**config.mk**
```make
export PLATFORM = sky130hd
export DESIGN_NAME = voice_allocator
export DESIGN_NICKNAME = d
export VERILOG_FILES = /design/src/rtl/voice_allocator_pkg.sv /design/src/rtl/voice_allocator_retrig_gate.sv /design/src/rtl/voice_allocator.sv
export SDC_FILE = /design/constraint.sdc
export NUM_CORES = 1
export LEC_CHECK = 0
export CAP_MARGIN = 20
export CORE_MARGIN = 4
export CORE_UTILIZATION = 48
export CTS_CLUSTER_DIAMETER = 120
export CTS_CLUSTER_SIZE = 14
export DETAILED_ROUTE_END_ITERATION = 10
export PLACE_DENSITY = 0.72
export SYNTH_ARGS = -nofsm -noshare
export SYNTH_HDL_FRONTEND = slang
export SYNTH_SLANG_ARGS = --single-unit
```
**constraint.sdc**
```tcl
create_clock -name clk -period 3.5 [get_ports clk]
set_input_delay 0.7 -clock clk [delete_from_list [all_inputs] [get_ports clk]]
set_output_delay 0.7 -clock clk [all_outputs]
set_load 0.1 [all_outputs]
```
**src/rtl/voice_allocator_pkg.sv**
```systemverilog
// ---------------------------------------------------------------------------
// voice_allocator_pkg
// Shared definitions for the polyphonic voice allocator:
//   - state_t      : allocator FSM states (idle, scanning voices, committing)
//   - EV_NOTE_ON   : event-type encoding of a note-on event
//   - EV_NOTE_OFF  : event-type encoding of a note-off event
// No ports; imported by voice_allocator and its sub-modules.
// ---------------------------------------------------------------------------
package voice_allocator_pkg;

  typedef enum logic [1:0] {
    ST_IDLE   = 2'd0,
    ST_SCAN   = 2'd1,
    ST_COMMIT = 2'd2
  } state_t;

  localparam logic EV_NOTE_ON  = 1'b1;
  localparam logic EV_NOTE_OFF = 1'b0;

endpackage

```
**src/rtl/voice_allocator_retrig_gate.sv**
```systemverilog
// ---------------------------------------------------------------------------
// voice_allocator_retrig_gate
// Per-voice gate register with a retrigger timer. A retrigger drops the gate
// for RETRIG_CYCLES clocks and then raises it again, so the voice's envelope
// sees a clean release/attack edge.
// Ports:
//   clk           in   system clock
//   rst           in   synchronous active-high reset
//   set           in   raise the gate immediately (voice was free)
//   start_retrig  in   drop the gate and (re)start the retrigger timer
//   clear         in   drop the gate and cancel any pending retrigger
//   gate          out  registered gate for the voice
//   retriggering  out  high while the retrigger timer is running
// ---------------------------------------------------------------------------
module voice_allocator_retrig_gate #(
  parameter int RETRIG_CYCLES = 16
) (
  input  logic clk,
  input  logic rst,
  input  logic set,
  input  logic start_retrig,
  input  logic clear,
  output logic gate,
  output logic retriggering
);

  localparam int CNT_BITS = $clog2(RETRIG_CYCLES + 1);
  localparam logic [CNT_BITS-1:0] CNT_LOAD = CNT_BITS'(RETRIG_CYCLES);
  localparam logic [CNT_BITS-1:0] CNT_ONE  = CNT_BITS'(1);

  logic                r_gate;
  logic [CNT_BITS-1:0] r_cnt;

  // Clear wins over everything so a note-off or panic can never be undone by
  // a retrigger expiring on the same edge. While the counter runs the gate is
  // held low; the edge that moves the counter from 1 to 0 raises it again,
  // giving exactly RETRIG_CYCLES low cycles after the retrigger edge.
  always_ff @(posedge clk) begin
    if (rst) begin
      r_gate <= 1'b0;
      r_cnt  <= '0;
    end else if (clear) begin
      r_gate <= 1'b0;
      r_cnt  <= '0;
    end else if (start_retrig) begin
      r_gate <= 1'b0;
      r_cnt  <= CNT_LOAD;
    end else if (set) begin
      r_gate <= 1'b1;
      r_cnt  <= '0;
    end else if (r_cnt != '0) begin
      r_cnt <= r_cnt - CNT_ONE;
      if (r_cnt == CNT_ONE) begin
        r_gate <= 1'b1;
      end
    end
  end

  assign gate         = r_gate;
  assign retriggering = (r_cnt != '0);

endmodule

```
**src/rtl/voice_allocator.sv**
```systemverilog
// ---------------------------------------------------------------------------
// voice_allocator
// Polyphonic voice manager. Accepts note-on/note-off events, scans the voices
// one per cycle to pick a target (same note, else oldest free, else oldest
// held voice is stolen) and drives each voice's gate and note number.
// Ports:
//   clk         in   system clock
//   rst         in   synchronous active-high reset
//   note_valid  in   event request
//   note_ready  out  allocator can accept an event (idle and not in reset)
//   note_on     in   1 = note-on, 0 = note-off
//   note        in   note number of the event
//   panic       in   all-notes-off, highest priority
//   voice_gate  out  per-voice gate
//   voice_note  out  per-voice note, voice i at [i*NOTE_BITS +: NOTE_BITS]
//   busy        out  high while scanning or committing
// ---------------------------------------------------------------------------
module voice_allocator
  import voice_allocator_pkg::*;
#(
  parameter int NUM_VOICES    = 4,
  parameter int NOTE_BITS     = 8,
  parameter int AGE_BITS      = 8,
  parameter int RETRIG_CYCLES = 16
) (
  input  logic                            clk,
  input  logic                            rst,
  input  logic                            note_valid,
  output logic                            note_ready,
  input  logic                            note_on,
  input  logic [NOTE_BITS-1:0]            note,
  input  logic                            panic,
  output logic [NUM_VOICES-1:0]           voice_gate,
  output logic [NUM_VOICES*NOTE_BITS-1:0] voice_note,
  output logic                            busy
);

  localparam int IDX_BITS = $clog2(NUM_VOICES);
  localparam logic [IDX_BITS-1:0] LAST_IDX = IDX_BITS'(NUM_VOICES - 1);
  localparam logic [IDX_BITS-1:0] IDX_ONE  = IDX_BITS'(1);
  localparam logic [AGE_BITS-1:0] AGE_MAX  = '1;
  localparam logic [AGE_BITS-1:0] AGE_ONE  = AGE_BITS'(1);

  // FSM and scan state
  state_t                r_state;
  logic                  r_busy;
  logic                  r_evOn;
  logic [NOTE_BITS-1:0]  r_evNote;
  logic [IDX_BITS-1:0]   r_scanIdx;
  logic                  r_sameFound;
  logic [IDX_BITS-1:0]   r_sameIdx;
  logic                  r_freeFound;
  logic [IDX_BITS-1:0]   r_freeIdx;
  logic [AGE_BITS-1:0]   r_freeAge;
  logic                  r_heldFound;
  logic [IDX_BITS-1:0]   r_heldIdx;
  logic [AGE_BITS-1:0]   r_heldAge;
  logic [NUM_VOICES-1:0] r_matchMask;

  // Per-voice storage
  logic [NUM_VOICES-1:0][NOTE_BITS-1:0] r_voiceNote;
  logic [NUM_VOICES-1:0][AGE_BITS-1:0]  r_age;

  // Gate-cell interface
  logic [NUM_VOICES-1:0] w_gate;
  logic [NUM_VOICES-1:0] w_retrig;
  logic [NUM_VOICES-1:0] w_held;
  logic [NUM_VOICES-1:0] w_set;
  logic [NUM_VOICES-1:0] w_startRetrig;
  logic [NUM_VOICES-1:0] w_clear;

  logic                  w_commit;
  logic [IDX_BITS-1:0]   w_target;
  logic [NOTE_BITS-1:0]  w_curNote;
  logic [AGE_BITS-1:0]   w_curAge;
  logic                  w_curHeld;

  // A voice counts as held while its gate is up or a retrigger is pending;
  // a retriggering voice is still sounding a note and must not look free.
  assign w_held    = w_gate | w_retrig;
  assign w_curNote = r_voiceNote[r_scanIdx];
  assign w_curAge  = r_age[r_scanIdx];
  assign w_curHeld = w_held[r_scanIdx];

  assign note_ready = (r_state == ST_IDLE) & ~rst;
  assign busy       = r_busy;
  assign voice_gate = w_gate;
  assign voice_note = r_voiceNote;

  // Main FSM: latch the event, walk the voices one per cycle tracking the
  // three candidates, then spend one cycle committing. Strict greater-than
  // on age keeps the lowest index on ties. Panic drops any in-flight event.
  always_ff @(posedge clk) begin
    if (rst) begin
      r_state     <= ST_IDLE;
      r_busy      <= 1'b0;
      r_evOn      <= EV_NOTE_OFF;
      r_evNote    <= '0;
      r_scanIdx   <= '0;
      r_sameFound <= 1'b0;
      r_sameIdx   <= '0;
      r_freeFound <= 1'b0;
      r_freeIdx   <= '0;
      r_freeAge   <= '0;
      r_heldFound <= 1'b0;
      r_heldIdx   <= '0;
      r_heldAge   <= '0;
      r_matchMask <= '0;
    end else if (panic) begin
      r_state <= ST_IDLE;
      r_busy  <= 1'b0;
    end else begin
      case (r_state)
        ST_IDLE: begin
          if (note_valid) begin
            r_evOn      <= note_on;
            r_evNote    <= note;
            r_scanIdx   <= '0;
            r_sameFound <= 1'b0;
            r_freeFound <= 1'b0;
            r_heldFound <= 1'b0;
            r_matchMask <= '0;
            r_state     <= ST_SCAN;
            r_busy      <= 1'b1;
          end
        end
        ST_SCAN: begin
          if (w_curNote == r_evNote) begin
            r_matchMask[r_scanIdx] <= 1'b1;
            if (!r_sameFound) begin
              r_sameFound <= 1'b1;
              r_sameIdx   <= r_scanIdx;
            end
          end
          if (!w_curHeld) begin
            if (!r_freeFound || (w_curAge > r_freeAge)) begin
              r_freeFound <= 1'b1;
              r_freeIdx   <= r_scanIdx;
              r_freeAge   <= w_curAge;
            end
          end else begin
            if (!r_heldFound || (w_curAge > r_heldAge)) begin
              r_heldFound <= 1'b1;
              r_heldIdx   <= r_scanIdx;
              r_heldAge   <= w_curAge;
            end
          end
          if (r_scanIdx == LAST_IDX) begin
            r_state <= ST_COMMIT;
          end else begin
            r_scanIdx <= r_scanIdx + IDX_ONE;
          end
        end
        ST_COMMIT: begin
          r_state <= ST_IDLE;
          r_busy  <= 1'b0;
        end
        default: begin
          r_state <= ST_IDLE;
          r_busy  <= 1'b0;
        end
      endcase
    end
  end

  // Commit decode: choose the target by priority and turn the latched event
  // into per-voice gate commands. Panic overrides with a clear on every voice.
  // With at least two voices every voice is either free or held, so a target
  // always exists.
  always_comb begin
    w_target = r_heldIdx;
    if (r_sameFound) begin
      w_target = r_sameIdx;
    end else if (r_freeFound) begin
      w_target = r_freeIdx;
    end
    w_commit      = (r_state == ST_COMMIT) & ~panic & ~rst;
    w_set         = '0;
    w_startRetrig = '0;
    w_clear       = '0;
    if (w_commit) begin
      if (r_evOn == EV_NOTE_ON) begin
        if (w_held[w_target]) begin
          w_startRetrig[w_target] = 1'b1;
        end else begin
          w_set[w_target] = 1'b1;
        end
      end else begin
        w_clear = r_matchMask & w_held;
      end
    end
    if (panic) begin
      w_clear = '1;
    end
  end

  // Note numbers and ages only move on a note-on commit: the target takes
  // the new note with age zero and every other voice ages by one, saturating.
  always_ff @(posedge clk) begin
    if (rst) begin
      r_voiceNote <= '0;
      r_age       <= '1;
    end else if (w_commit && (r_evOn == EV_NOTE_ON)) begin
      for (int i = 0; i < NUM_VOICES; i++) begin
        if (IDX_BITS'(i) == w_target) begin
          r_voiceNote[i] <= r_evNote;
          r_age[i]       <= '0;
        end else if (r_age[i] != AGE_MAX) begin
          r_age[i] <= r_age[i] + AGE_ONE;
        end
      end
    end
  end

  // One gate cell per voice holds the gate and its retrigger timer.
  for (genvar g = 0; g < NUM_VOICES; g++) begin : g_voice
    voice_allocator_retrig_gate #(
      .RETRIG_CYCLES(RETRIG_CYCLES)
    ) u_retrigGate (
      .clk         (clk),
      .rst         (rst),
      .set         (w_set[g]),
      .start_retrig(w_startRetrig[g]),
      .clear       (w_clear[g]),
      .gate        (w_gate[g]),
      .retriggering(w_retrig[g])
    );
  end

endmodule
```
==> results_dict.tcl <==
set metrics [dict create \
    whs_ps 466 \
    yosysTopAreaCellShare 0.376 \
    path_class "flip-flop to flip-flop" \
    dr_wl_met3_um 1020 \
    ys_types 58 \
    peakVddDrop_uv 501 \
    fmax_ghz 0.326 \
    fin_area_um2 8140 \
    dieArea_um2 16500 \
    initial_core_util 0.496 \
    n_fill_cell 1209 \
    ys.flop_type "dfxtp_1" \
    ios 51 \
    antenna_cells 0 \
    antenna_found_initial 0 \
    coreArea_um2 14000 \
    tightestPinTransition_ps 997 \
    cp.required_ps 3840 \
    path_delay_family "compound AO/OA/AOI/OAI gates" \
    status "completed" \
    fp.dieH_um 128 \
    power_density_nw_per_um2 582 \
    crit_chain "buf_4, mux4_2, ha_1, nand3_1, a21boi_0, o32ai_1, a21o_1, mux2i_1" \
    wl_met1_um 7770 \
    ys_ff_latch 131 \
    worst_ep_arrival_time_ps 3410 \
    yosys_warnings 0 \
    final-max-slew-violation-count 0 \
    rr_worst_depth 8 \
    tritoncts "built" \
    yosysMostFrequentCell "dfxtp_1" \
    total_power_uw 4730 \
    syn2layout_area_growth_pct 16.8 \
    wl_per_cell_um 17.6 \
    routed_via_density 5.78 \
    drt-initial-drc-count 437 \
    top_layer "met4" \
    wl_met2_um 8420 \
    num_vias 5788 \
    grt_max_degree 119 \
    synth.avg_cell_area_um2 9.10 \
    yosysSeqAreaShare 0.376 \
    critPathMaxStageDelay_ps 550 \
    netlist_area_um2 6970 \
    critPathMaxFanout 10 \
    hold_viol_final 0 \
    drive_above_1_share 0.109 \
    worst-path-buf-inv 1 \
    gr-total-overflow 0 \
    grt_usage 0.222 \
    place.gp.congestion 0.907 \
    ant_nets 0 \
    yosys.area.top_type "dfxtp_1" \
    r2r-start "r_scanIdx[0]$_SDFFE_PP0P_" \
    maxSlewHeadroom 0.334 \
    syn_nets 815 \
    clock-sinks 131 \
    grt_pass1_vias 5703 \
    wl_um 17600 \
    synth_common_cells "131 x dfxtp_1, 115 x nand2_1, 55 x a21oi_1" \
    place_area_um2 7570 \
    die_w_um 128 \
    cp-start-kind "flip-flop" \
    tns_ps 0 \
    power_leakage_uw 0.00296 \
    async_flop_share 0 \
    setup_viol_count_final 0 \
    stdcell_count 1002 \
    synthTopCellsByArea "dfxtp_1 38%, ha_1 6.5%, nand2_1 6.2%, xnor2_1 4.8%, mux4_2 4.2%" \
    cts_hold_buf 0 \
    worst_path_max_delay_cell "mux4_2" \
    min_to "r_matchMask[3]$_SDFFE_PP0P_" \
    post_cts_buffers 0 \
    end_kind "flip-flop" \
    regToRegSetupSlack_ps 430 \
    ctsLongestPathBuffers 2 \
    fp-row-count 43 \
    post-route-period-util 0.876 \
    htreeDepth 4 \
    cts_root_buf "clkbuf_16" \
    place_hpwl_um 12400 \
    grt_pass1_wl_um 29100 \
    skew_ps 10.2 \
    clk_pin_slew_worst_paths_ps 60 \
    firstDrtPassIters 5 \
    numPortBuffers 50 \
    rsz0062_at_grt "no" \
    hold_path.startpoint "r_matchMask[3]$_SDFFE_PP0P_" \
    cts_resized 0 \
    min_period_ps 3070 \
    whs_path_depth 2 \
    clock_latency_ps 420 \
    placed_cells 969 \
    syn_inst 766 \
    worst_r2r_endpoint "r_heldAge[0]$_SDFFE_PP0P_" \
    hold_path_class "flip-flop to flip-flop" \
    drcViolationCount 0 \
    cts_buffers 17 \
    nets 858 \
    max-cap-violations 0 \
    synth_enable_flop_cells 0 \
]
-- sequential cells by signal (all words and copies together) (netlist names), 4 cells and up --
signal and flops:
r_age 32, voice_note 32, g_voice.u_retrigGate.r_cnt 20, r_evNote 8
r_freeAge 8, r_heldAge 8, g_voice.u_retrigGate.gate 4, r_matchMask 4
-- logic make-up after synthesis --
group,synth area share
AND/OR/NAND/NOR,0.218
adder cells (fa/ha/maj),0.0646
multiplexers,0.0960
flip-flops,0.376
XOR/XNOR,0.0478
AO/OA/AOI/OAI,0.147
buffers and inverters,0.0497
-- routing by layer --
layer,vias to the layer above,global-route usage
met2,187,0.366
met4,0,0.0896
li1,2816,-
met5,-,0
met1,2754,0.281
met3,31,0.0531
-- worst register-to-register path, stage by stage, from the launching register on --
cell	delay [ps]
dfxtp_1	500
buf_4	260
mux4_2	550
ha_1	310
nand3_1	70
a21boi_0	90
o32ai_1	420
a21o_1	520
mux2i_1	260
-- area by class of cell --
type	count	area, µm²	area share
multi-input cells	561	4010	0.492
flip-flops and latches	131	2620	0.322
repair buffers	67	633	0.0778
clock buffers	19	433	0.0532
well taps	180	225	0.0277
inverters	31	116	0.0143
clock inverters	13	105	0.0129
-- through the flow --
stage / setup slack, ps / utilization
2_1_floorplan: 395 / -
6_report: 434 / 0.580
3_5_place_dp: 425 / 0.539
3_3_place_gp: 560 / 0.539
5_1_grt: 195 / 0.580
4_1_cts: 384 / 0.578
-- power breakdown --
part	internal [µW]	switching (µW)
Combinational	623	751
Sequential	1610	128
Clock	915	704
-- worst max path at each step --
stage	startpoint	endpoint	slack (ps)	cells after the start
after CTS	r_scanIdx[0]$_SDFFE_PP0P_	r_heldAge[0]$_SDFFE_PP0P_	380	8
after detailed placement	r_scanIdx[0]$_SDFFE_PP0P_	r_heldAge[0]$_SDFFE_PP0P_	430	8
after floorplan	rst	note_ready	400	4
after global routing	r_scanIdx[0]$_SDFFE_PP0P_	r_heldAge[2]$_SDFFE_PP0P_	200	8
after global placement	r_scanIdx[0]$_SDFFE_PP0P_	r_heldAge[5]$_SDFFE_PP0P_	560	8
final	r_scanIdx[0]$_SDFFE_PP0P_	r_heldAge[0]$_SDFFE_PP0P_	430	8
-- placed cells by master, fill, tap and decap left out, types with 4 or more instances in the layout --
| master | n |
|---|---|
| nor2_1 | 28 |
| mux4_2 | 13 |
| clkinv_4 | 4 |
| buf_4 | 22 |
| nor2b_1 | 8 |
| nand2b_1 | 35 |
| nor4_1 | 8 |
| nand4_1 | 10 |
| and2_1 | 6 |
| mux4_1 | 4 |
| inv_1 | 31 |
| a21oi_1 | 55 |
| nor3_1 | 22 |
| or4b_4 | 4 |
| o211ai_1 | 10 |
| a21o_1 | 19 |
| clkinvlp_4 | 4 |
| nand3_1 | 28 |
| a311oi_1 | 5 |
| nand2_1 | 115 |
| clkbuf_16 | 17 |
| a211oi_1 | 10 |
| xnor2_1 | 38 |
| a21boi_0 | 4 |
| ha_1 | 36 |
| nor2_2 | 4 |
| o21ai_0 | 7 |
| dfxtp_1 | 131 |
| clkdlybuf4s50_1 | 44 |
| mux2i_1 | 26 |
| a211o_1 | 8 |
| inv_6 | 4 |
| and3_1 | 16 |
Note: power is estimated with default switching activity, not from simulation.
